--- config.mk ---
export PLATFORM = sky130hd
export DESIGN_NAME = uart_tx_scheduler
export DESIGN_NICKNAME = d
export VERILOG_FILES = /design/src/rtl/uart_tx_scheduler.sv
export SDC_FILE = /design/constraint.sdc
export NUM_CORES = 1
export LEC_CHECK = 0
export CAP_MARGIN = 0
export CORE_UTILIZATION = 54
export CTS_BUF_LIST = sky130_fd_sc_hd__clkbuf_8
export DETAILED_ROUTE_END_ITERATION = 8
export GPL_TIMING_DRIVEN = 0
export PLACE_DENSITY = 0.85
export REMOVE_ABC_BUFFERS = 1
export SLEW_MARGIN = 0
export SYNTH_ARGS = -nofsm -noshare
export SYNTH_HDL_FRONTEND = slang
export SYNTH_SLANG_ARGS = --single-unit
--- constraint.sdc ---
create_clock -name clk -period 3.1 [get_ports clk]
set_clock_uncertainty 0.2 [all_clocks]
set_input_delay 0.62 -clock clk [delete_from_list [all_inputs] [get_ports clk]]
set_output_delay 0.62 -clock clk [all_outputs]
set_load 0.1 [all_outputs]
--- src/rtl/uart_tx_scheduler.sv ---
// uart_tx_scheduler
//   Round-robin scheduler that shares one UART transmitter among N_REQ byte
//   sources. A winner may send up to MAX_BURST consecutive bytes before the
//   grant is re-arbitrated. A start request that the transmitter does not
//   accept within TIMEOUT cycles is dropped and the sticky err flag is set.
//
// Ports
//   clk       in   clock, rising edge
//   reset     in   synchronous, active-high reset
//   req       in   [N_REQ]     per-requester byte-pending flag
//   req_data  in   [8*N_REQ]   byte of requester i on bits [8i+7:8i]
//   ack       out  [N_REQ]     one-hot, one-cycle pulse when a byte is latched
//   tx_start  out              start request to the transmitter
//   tx_data   out  [8]         byte presented to the transmitter
//   tx_busy   in               transmitter busy
//   owner     out  [clog2]     index of the currently granted requester
//   active    out              high whenever the FSM is not idle
//   err       out              sticky start-timeout flag
//
// state     | meaning
// ----------+-----------------------------------------------------------
// IDLE      | no grant; arbitrate among pending requesters
// LAUNCH    | tx_start high, waiting for tx_busy (timeout counter runs)
// WAIT_DONE | frame in flight; on busy falling continue burst or release
module uart_tx_scheduler #(
  parameter  int N_REQ     = 4,
  parameter  int MAX_BURST = 16,
  parameter  int TIMEOUT   = 4,
  localparam int OW        = $clog2(N_REQ)
) (
  input  logic               clk,
  input  logic               reset,
  input  logic [N_REQ-1:0]   req,
  input  logic [8*N_REQ-1:0] req_data,
  output logic [N_REQ-1:0]   ack,
  output logic               tx_start,
  output logic [7:0]         tx_data,
  input  logic               tx_busy,
  output logic [OW-1:0]      owner,
  output logic               active,
  output logic               err
);

  typedef enum logic [1:0] {
    S_IDLE   = 2'd0,
    S_LAUNCH = 2'd1,
    S_WAIT   = 2'd2
  } state_t;

  state_t           r_state;
  logic [N_REQ-1:0] r_ack;
  logic [7:0]       r_tx_data;
  logic [OW-1:0]    r_owner;
  logic [OW-1:0]    r_last;
  logic [7:0]       r_burst;
  logic [3:0]       r_tmo;
  logic             r_err;

  logic [7:0]       w_bytes [N_REQ];
  logic [OW-1:0]    w_idx;
  logic [OW-1:0]    w_winner;
  logic             w_found;
  logic             w_continue;

  for (genvar g = 0; g < N_REQ; g++) begin : g_bytes
    assign w_bytes[g] = req_data[8*g +: 8];
  end

  // Rotating priority search: offset 1 is the requester after the last
  // grant, offset N_REQ wraps back to the last grant itself.
  always_comb begin
    w_idx    = '0;
    w_winner = '0;
    w_found  = 1'b0;
    for (int k = 1; k <= N_REQ; k++) begin
      w_idx = OW'((int'(r_last) + k) % N_REQ);
      if (!w_found && req[w_idx]) begin
        w_found  = 1'b1;
        w_winner = w_idx;
      end
    end
  end

  assign w_continue = req[r_owner] && (r_burst < 8'(MAX_BURST));

  always_ff @(posedge clk) begin
    if (reset) begin
      r_state   <= S_IDLE;
      r_ack     <= '0;
      r_tx_data <= '0;
      r_owner   <= '0;
      r_last    <= OW'(N_REQ - 1);
      r_burst   <= '0;
      r_tmo     <= '0;
      r_err     <= 1'b0;
    end else begin
      r_ack <= '0;
      case (r_state)
        S_IDLE: begin
          if (w_found) begin
            r_tx_data <= w_bytes[w_winner];
            r_owner   <= w_winner;
            r_ack     <= N_REQ'(1) << w_winner;
            r_burst   <= 8'd1;
            r_tmo     <= '0;
            r_state   <= S_LAUNCH;
          end
        end
        S_LAUNCH: begin
          r_tmo <= r_tmo + 4'd1;
          if (tx_busy) begin
            r_state <= S_WAIT;
          end else if (r_tmo + 4'd1 == 4'(TIMEOUT)) begin
            // Byte was already acked, so it is dropped rather than retried.
            r_err   <= 1'b1;
            r_last  <= r_owner;
            r_burst <= '0;
            r_state <= S_IDLE;
          end
        end
        S_WAIT: begin
          if (!tx_busy) begin
            if (w_continue) begin
              r_tx_data <= w_bytes[r_owner];
              r_ack     <= N_REQ'(1) << r_owner;
              r_burst   <= r_burst + 8'd1;
              r_tmo     <= '0;
              r_state   <= S_LAUNCH;
            end else begin
              r_last  <= r_owner;
              r_burst <= '0;
              r_state <= S_IDLE;
            end
          end
        end
        default: r_state <= S_IDLE;
      endcase
    end
  end

  assign ack      = r_ack;
  assign tx_data  = r_tx_data;
  assign owner    = r_owner;
  assign err      = r_err;
  assign tx_start = (r_state == S_LAUNCH);
  assign active   = (r_state != S_IDLE);

endmodule

Yosys cells after proc, flatten, opt, wreduce, memory -nomap -nowiden
Cells that the tools add are included.
Storage, ports and cells
  input bits: 39
  register bits: 31
  word-level logic and storage cells: 109
  output and inout port bits: 17
Operators by class
  shift-type cells: 2
  equality and inequality tests: 10
  multiplexer cells: 53
  reduce and logical (&&, ||, !) cells: 19
  $add $sub $neg: 6
  magnitude comparators: 8
  bitwise operators: 3
Operators with widths (count)
  8-bit 2-to-1 mux: 12
  8-bit binary-select mux with 2-bit select: 2
  2-bit 2-to-1 mux: 12
  4-bit 2-to-1 mux: 6
  8-bit case mux with 3 select lines: 1
  8-bit case mux with 2 select lines: 1
  2-bit by 3-bit less-than comparator with 1-bit output (second input constant): 5
  4-bit case mux with 3 select lines: 1
  1-bit binary-select mux with 2-bit select: 5
  1-bit 2-to-1 mux: 10
  2-bit != test (second input constant): 5
  5-bit AND reduction: 2
  8-bit by 1-bit adder with 8-bit output (second input constant): 1
  8-bit by 5-bit less-than comparator with 1-bit output (second input constant): 1
  4-bit case mux with 2 select lines: 1
  4-bit AND reduction: 2
  1-bit by 2-bit << shifter with 4-bit output (first input constant): 2
  3-bit >= comparator (second input constant): 2
  2-bit inverter with 3-bit output: 2
  2-bit case mux with 3 select lines: 1
  3-bit AND reduction: 2
  2-bit nonzero test: 3
  2-bit by 1-bit adder with 2-bit output (second input constant): 2
  2-bit adder (second input constant): 2
  13 further kinds: 18

Longest topological paths before layout
Gate-level depths: netlist of run 1.
  depth after elaboration: 19
  depth in mapped cells: 10
  gate-level depth less buffers: 8

Worst setup path after synthesis of run 1
OpenSTA, ideal clock, no wires.
  path type: register to register
  start: reg r_state[1]
  end: reg r_state[1]
  cell stages (with the launch flop): 10
  data required time: 2772 ps
  path buffers: 1
  library setup time: 128 ps
  arrival time: 2537 ps
  setup slack: 235 ps
  clock period less this slack: 2865 ps
  cell sequence: dfxtp_1 inv_1 ha_1 buf_2 inv_1 a41o_1 or2_2 o211ai_1 mux2i_1 nor2_1
Between the ends
  longest elaborated chain between the ends: 3
  elaborated cells on any way between the ends: 8
  classes of those cells: eq/ne (5); mux (1); reduce/logical (2)
Ends and longest elaborated chain
  start: declaration: RTL line 50  | state_t r_state;
  start signal: assignment: RTL line 88  | r_state <= S_IDLE;
  start signal: assignment: RTL line 106  | r_state <= S_LAUNCH;
  start signal: assignment: RTL line 112  | r_state <= S_WAIT;
  2-bit by 1-bit == test with 1-bit output *
  via tx_start: RTL line 36  | output logic tx_start,
  3-bit by 1-bit != test with 1-bit output (no source line)
  3-bit AND reduction (no source line)
Mark *: on every way through the listed nets, which the timed path passes. The rest lies on a longest branch.
A chain may end at the register's enable or synchronous reset.

Final worst setup path of run 1
  start: reg r_owner[0] (netlist: owner[0])
  end: out owner[0]
RTL lines
  start: declaration: RTL line 53  | logic [OW-1:0] r_owner;
  start signal: assignment: RTL line 102  | r_owner <= w_winner;
  end: declaration: RTL line 39  | output logic [OW-1:0] owner,
No word-level cell between the ends.

==> flow_metrics.env, run 1 <==
export IMPL_first_pass_iters=4
export IMPL_synthFlopType="dfxtp_1"
export IMPL_h_tree_depth=2
export IMPL_dp_hpwl_um=3990
export IMPL_clkTransAtPathRegs_ns=0.07
export IMPL_via_per_inst=5.98
export IMPL_setup_ws_ns=0.220
export IMPL_num_vias=2134
export IMPL_finalMaxSlewViolations=0
export IMPL_yosys_area_share_simple_pct=27.9
export IMPL_slowest_stage="dlygate4sd2_1"
export IMPL_dpl_cell_area_um2=2640
export IMPL_synth_area_um2=2110
export IMPL_critPathLaunchType="register"
export IMPL_clk_path_buf_depth=2
export IMPL_max_freq_ghz=0.347
export IMPL_hold_ws_ns=0.272
export IMPL_synth_top_cell_by_area="dfxtp_1"
export IMPL_synth_seq_area_share_pct=29.5
export IMPL_track_usage_pct=28.8
export IMPL_final_period_utilization_pct=92.9
export IMPL_start_util_pct=57.1
export IMPL_crit_chain="dlygate4sd2_1"
export IMPL_wl_um=5580
export IMPL_ys_async_sr_fraction_pct=0
export IMPL_gp_congestion=0.828
export IMPL_cts_root_buffer="clkbuf_8"
export IMPL_setup_violations=0
export IMPL_grt_pass1_vias=1997
export IMPL_area_growth_pct=29.6
export IMPL_arrival_ns=2.06
export IMPL_cts_num_sinks=31
export IMPL_grt_setup_unrepaired="false"
export IMPL_insertedDiodeCount=0
export IMPL_synth_compound_area_share_pct=21.0
export IMPL_max_stage_delay_ns=0.93
export IMPL_coreArea_um2=3690
export IMPL_fin_nets=354
export IMPL_cp_end_kind="output pin"
export IMPL_die_y_um=64.5
export IMPL_synth_xor_area_share_pct=0
export IMPL_die_w_um=64.5
export IMPL_cts_tree="yes"
export IMPL_io_buffer_count=55
export IMPL_cp_max_fo=16
export IMPL_total_power_uw=1780
export IMPL_worst_pin_slew_ns=1.00
export IMPL_outcome="complete, no violations"
export IMPL_synth_area_mux_share_pct=12.0
export IMPL_grt_pass1_wl_um=9320
export IMPL_finish_instance_area_um2=2730
export IMPL_final_min_clock_period_ns=2.88
export IMPL_post_drt_wl_per_cell_um=15.6
export IMPL_ys_types=46
export IMPL_synth_top_family_by_area="simple AND/OR/NAND/NOR gates"
export IMPL_max_slew_margin_pct=33.1
export IMPL_ys_ff_latch=31
export IMPL_synthTopCellsByArea="dfxtp_1 (29%), mux4_2 (9.6%), nand2_1 (9.1%)"
export IMPL_synthCells=260
export IMPL_io_pins=56
export IMPL_nFillCells=299
export IMPL_drv_cap=0
export IMPL_cts_buffers=5
export IMPL_yosys_area_top_type_share_pct=29.5
export IMPL_insertion_delay_ns=0.29
export IMPL_cp_required_ns=2.28
export IMPL_post_cts_buffers=0
export IMPL_yosysWarnings=0
export IMPL_initialDrtViolationCount=224
export IMPL_seq_area_um2=621
export IMPL_setup_tns_ns=0
export IMPL_dp_slack_ns=-0.159
export IMPL_ant_nets=0
export IMPL_post_synth_fa_ha_maj_area_fraction_pct=4.16
export IMPL_syn_area_per_cell_um2=8.10
export IMPL_finalHoldViolCount=0
export IMPL_path_class="register to output pin"
export IMPL_drive_gt1_share_pct=8.41
export IMPL_min_path_type="register to register"
export IMPL_multiInputGateArea_um2=1370
export IMPL_ctsHoldBuffers=0
export IMPL_die_area_um2=4160
export IMPL_antenna_found_initial=0
export IMPL_crit_buf_inv=1
export IMPL_grt_max_degree=24
export IMPL_synth_edf_count=0
export IMPL_core_rowCount=22
export IMPL_p_leak_uw=0.00111
export IMPL_cp_top_family="buffers and inverters"
export IMPL_grt_ovfl_total=0
export IMPL_ir_worst_vdd_v=0.000340
export IMPL_cellPowerDensity_nw_per_um2=652
export IMPL_drc_errors=0
## layer usage
metal | wire [um] | global-route usage (%)
met4 | 40 | 10.3
met1 | 2610 | 39.2
met2 | 2600 | 45.7
met5 | 0 | 0
met3 | 324 | 5.11
## cell usage in the layout (no fill, tap or decap), types with 2 or more instances in the layout
cell             Yosys  layout
nand4b_1             2       2
dlygate4sd2_1        0       2
nand2_1             51      51
o21ba_2              3       3
a32o_1               8       8
ha_1                 7       7
and4_1               2       2
nand3_1             16      16
inv_1               11      13
nand2b_1             6       6
nor2_1              21      21
mux2i_1              5       5
mux4_2               9       9
clkdlybuf4s50_1      0      51
o21ai_0              9       9
a21o_1               4       4
a31oi_1             11      11
a211oi_1             2       2
dfxtp_1             31      31
o221a_2              2       2
a21oi_1             10      10
dlymetal6s2s_1       0       2
clkbuf_8             0       5
nor2b_1             10       9
nor3_1               3       3
nand4_1              3       3
## repair_timing
| item | in CTS | in global routing |
|---|---|---|
| pin swaps | 0 | 0 |
| endpoints found under the setup margin | 2 | 10 |
| resized for setup | 2 | 3 |
## final cells by class
cell class                 instances  area share (%)
tap                               48            2.20
timing repair buffer              55            20.3
clock buffer                       5            2.52
multi-input combinational        204            50.3
sequential                        31            22.7
clock inverter                     3           0.458
inverter                          11            1.51
## flip-flops by register name, summed over array words and instances (netlist names)
name,flops
ack,4
owner,2
r_last,2
tx_data,8
err,1
r_state,2
r_tmo,4
r_burst,8
## power by group
group / switching (uW) / internal (uW) / total, uW
Clock: 155 / 151 / 305
Combinational: 640 / 305 / 945
Sequential: 70.5 / 459 / 530
## logic make-up after synthesis
logic type / Yosys count
AOI/OAI and AO/OA: 61
adders and majority gates: 7
buffers and inverters: 25
DFF: 31
muxes: 14
and+or+nand+nor: 122
## Yosys cell counts, types with 2 or more instances
cell type  instances
nand2_1           51
nand3_1           16
nand4b_1           2
a32o_1             8
inv_1             11
buf_2              8
dfxtp_1           31
nand4_1            3
ha_1               7
nor2_1            21
nor2b_1           10
nor3_1             3
mux2i_1            5
o21ai_0            9
a21o_1             4
a211oi_1           2
and4_1             2
mux4_2             9
o21ba_2            3
clkbuf_1           4
a31oi_1           11
o221a_2            2
nand2b_1           6
a21oi_1           10
## final timing paths
path	startpoint	cells past startpoint	endpoint	slack [ns]
worst max-delay path	owner[0]$_SDFFE_PP0P_	1	owner[0]	0.22
worst min-delay path	r_burst[3]$_SDFFE_PP0P_	2	r_burst[3]$_SDFFE_PP0P_	0.27
worst max register to register	owner[1]$_SDFFE_PP0P_	5	tx_data[2]$_SDFFE_PP0P_	0.55
worst min register to register	r_burst[3]$_SDFFE_PP0P_	2	r_burst[3]$_SDFFE_PP0P_	0.27
## worst register-to-register path: cells and delay by family, from the launching register on
family,cells,cell delay [ns]
AOI/OAI and AO/OA,2,0.37
DFF,1,0.73
and+or+nand+nor,2,0.54
muxes,1,0.65
## per-stage QoR
step	std cells	utilization [%]
finish	357	74.0
detailed placement	349	71.7
global placement	349	71.7
floorplan	246	-
global route	357	74.0
CTS	357	73.8
Power figures use the tool's default switching activity.
==> inputs of run 2 (changes only) <==
--- a/config.mk
+++ b/config.mk
@@ -16,3 +16,4 @@
 export SYNTH_ARGS = -nofsm -noshare
 export SYNTH_HDL_FRONTEND = slang
 export SYNTH_SLANG_ARGS = --single-unit
+export TNS_END_PERCENT = 10
==> results of run 2 <==
No change in the layout: final DEF, timing and power equal those of run 1.
==> inputs of run 3 (changes only) <==
--- a/config.mk
+++ b/config.mk
@@ -5,12 +5,13 @@
 export SDC_FILE = /design/constraint.sdc
 export NUM_CORES = 1
 export LEC_CHECK = 0
+export ABC_AREA = 1
 export CAP_MARGIN = 0
-export CORE_UTILIZATION = 54
+export CORE_UTILIZATION = 55
 export CTS_BUF_LIST = sky130_fd_sc_hd__clkbuf_8
 export DETAILED_ROUTE_END_ITERATION = 8
 export GPL_TIMING_DRIVEN = 0
-export PLACE_DENSITY = 0.85
+export PLACE_DENSITY = 0.84
 export REMOVE_ABC_BUFFERS = 1
 export SLEW_MARGIN = 0
 export SYNTH_ARGS = -nofsm -noshare
==> run 3 against run 2 <==
- clock-buffer cell count grew 1
- global-route usage decreased by 0.35 points
- register-to-register slack got worse by 0.19 ns
- flip-flop and latch count unchanged
- die area up 11%
- design area up 11%
- non-clock buffer count unchanged
- largest cell class unchanged
- via count grew 21%
- critical endpoint is now tx_data[4]$_SDFFE_PP0P_
- wire length is 10% higher
- final cell count rose by 33%
==> flow_metrics.env, run 3 <==
export IMPL_final_common_cell="nand2_1"
export IMPL_synth_common_cells="nand2_1 (138), nand3_1 (43), dfxtp_1 (31)"
export IMPL_ctsHoldBuffers=0
export IMPL_max_freq_ghz=0.355
export IMPL_final_period_utilization_pct=90.9
export IMPL_antenna_found_initial=0
export IMPL_cts_buffers=5
export IMPL_post_drt_wl_per_cell_um=12.9
export IMPL_die_w_um=68.0
export IMPL_finalMaxSlewViolations=0
export IMPL_die_y_um=68.0
export IMPL_ys_types=42
export IMPL_yosysWarnings=0
export IMPL_cp_end_kind="register"
export IMPL_dpl_cell_area_um2=2910
export IMPL_area_growth_pct=26.8
export IMPL_yosys_area_top_type_share_pct=25.9
export IMPL_fin_nets=470
export IMPL_dp_hpwl_um=4330
export IMPL_drive_gt1_share_pct=12.0
export IMPL_synth_edf_count=0
export IMPL_synth_top_cell_by_area="dfxtp_1"
export IMPL_ant_nets=0
export IMPL_track_usage_pct=28.5
export IMPL_final_min_clock_period_ns=2.82
export IMPL_syn_area_per_cell_um2=6.38
export IMPL_gp_congestion=0.832
export IMPL_ys_ff_latch=31
export IMPL_slowest_stage="clkdlybuf4s50_1"
export IMPL_via_per_inst=5.42
export IMPL_finalHoldViolCount=0
export IMPL_post_cts_buffers=0
export IMPL_path_class="input pin to register"
export IMPL_h_tree_depth=2
export IMPL_setup_tns_ns=0
export IMPL_core_rowCount=23
export IMPL_synthTopCellsByArea="dfxtp_1 (26%), nand2_1 (22%), nand3_1 (9.0%)"
export IMPL_cts_root_buffer="clkbuf_8"
export IMPL_cp_max_fo=11
export IMPL_cts_num_sinks=31
export IMPL_synthFlopType="dfxtp_1"
export IMPL_clkTransAtPathRegs_ns=0.06
export IMPL_start_util_pct=58.5
export IMPL_max_stage_delay_ns=0.47
export IMPL_drv_cap=0
export IMPL_ys_async_sr_fraction_pct=0
export IMPL_clk_path_buf_depth=2
export IMPL_critPathLaunchType="input pin"
export IMPL_outcome="complete, no violations"
export IMPL_synth_area_um2=2390
export IMPL_io_pins=56
export IMPL_drc_errors=0
export IMPL_worst_pin_slew_ns=1.07
export IMPL_insertion_delay_ns=0.28
export IMPL_final_cell_mix="nand2_1 (138), clkdlybuf4s50_1 (53), nand3_1 (43)"
export IMPL_cts_tree="yes"
export IMPL_setup_violations=0
export IMPL_max_slew_margin_pct=28.6
export IMPL_yosysMostFrequentCell="nand2_1"
export IMPL_initialDrtViolationCount=217
export IMPL_synth_seq_area_share_pct=25.9
export IMPL_grt_pass1_vias=2396
export IMPL_cpMostUsedCell="nand2_1"
export IMPL_grt_pass1_wl_um=10000
export IMPL_grt_max_degree=23
export IMPL_synthCells=375
export IMPL_crit_chain="clkdlybuf4s50_1 > nand2_1 > nand2_1 > nand2_1 > nand2_2 > nor2_4 > nand3_1 > nand2_1 > inv_1 > nand2_1 > inv_1 > nand2_1 > nand3_1 > nand2_1 > a21oi_2"
export IMPL_coreArea_um2=4090
export IMPL_min_path_type="register to register"
export IMPL_finish_instance_area_um2=3030
export IMPL_insertedDiodeCount=0
export IMPL_grt_setup_unrepaired="false"
export IMPL_arrival_ns=2.74
export IMPL_num_vias=2576
export IMPL_cp_required_ns=3.02
export IMPL_wl_um=6150
export IMPL_die_area_um2=4620
export IMPL_io_buffer_count=55
export IMPL_first_pass_iters=5
export IMPL_grt_ovfl_total=0
==> run 3: path summary, 6_finish.rpt <==
kind	slack [ns]	start	end	cells after the start
setup / recovery	0.28	req[1]	tx_data[4]$_SDFFE_PP0P_	15
hold / removal	0.24	r_burst[5]$_SDFFE_PP0P_	r_burst[5]$_SDFFE_PP0P_	2
setup reg to reg	0.36	r_last[0]$_SDFFE_PP1P_	tx_data[4]$_SDFFE_PP0P_	15
hold reg to reg	0.24	r_burst[5]$_SDFFE_PP0P_	r_burst[5]$_SDFFE_PP0P_	2
==> run 3: through the flow <==
step | setup slack (ns) | util, % | std cells | hold WS [ns]
6_report | 0.282 | 74.2 | 475 | 0.243
5_1_grt | 0.00840 | 74.2 | 475 | 0.267
4_1_cts | 0.00280 | 74.1 | 475 | 0.242
3_5_place_dp | 0.0126 | 71.2 | 467 | 0.231
3_3_place_gp | 0.0221 | 71.2 | 467 | 0.228
2_1_floorplan | 0.601 | - | 362 | 0.218
==> run 3: metal layers <==
layer	global-route usage [%]	vias up	part of all wire, %
li1	-	1318	-
met1	33.9	1157	45
met2	50.2	96	48
met3	4.17	5	6.7
met4	12.0	0	0.72
met5	0	-	0
==> run 3: repair_timing <==
action / in CTS / in global routing
setup endpoints to repair: 0 / 2
resized for setup: 0 / 2
hold endpoints to repair: 0 / 0
==> run 3: cell families (layout without fill, tap and decap cells) <==
logic type	Yosys count	after routing	synth area share, %
xor+xnor	2	2	0.732
simple gates	238	238	46.0
mux	1	1	0.418
flops	31	31	25.9
buf+inv	47	97	9.52
compound gates	49	49	13.7
fa+ha+maj	7	7	3.66
==> run 3: area by class of cell <==
type / count / area (um2)
sequential: 31 / 621
multi-input combinational: 297 / 1540
fill: 357 / 1050
timing repair buffer: 55 / 556
clock buffer: 6 / 82.6
tap: 50 / 62.6
inverter: 34 / 133
clock inverter: 2 / 35.0
==> run 3: worst max-delay path: cells and delay by family <==
family                 cells  cell delay (ns)
AOI/OAI and AO/OA          1             0.05
and+or+nand+nor           11             1.25
buffers and inverters      3             0.80
Power of run 3 is left out: the tool's default activity adds up to more than one toggle a clock period on the data nets, which glitch-free logic cannot reach.
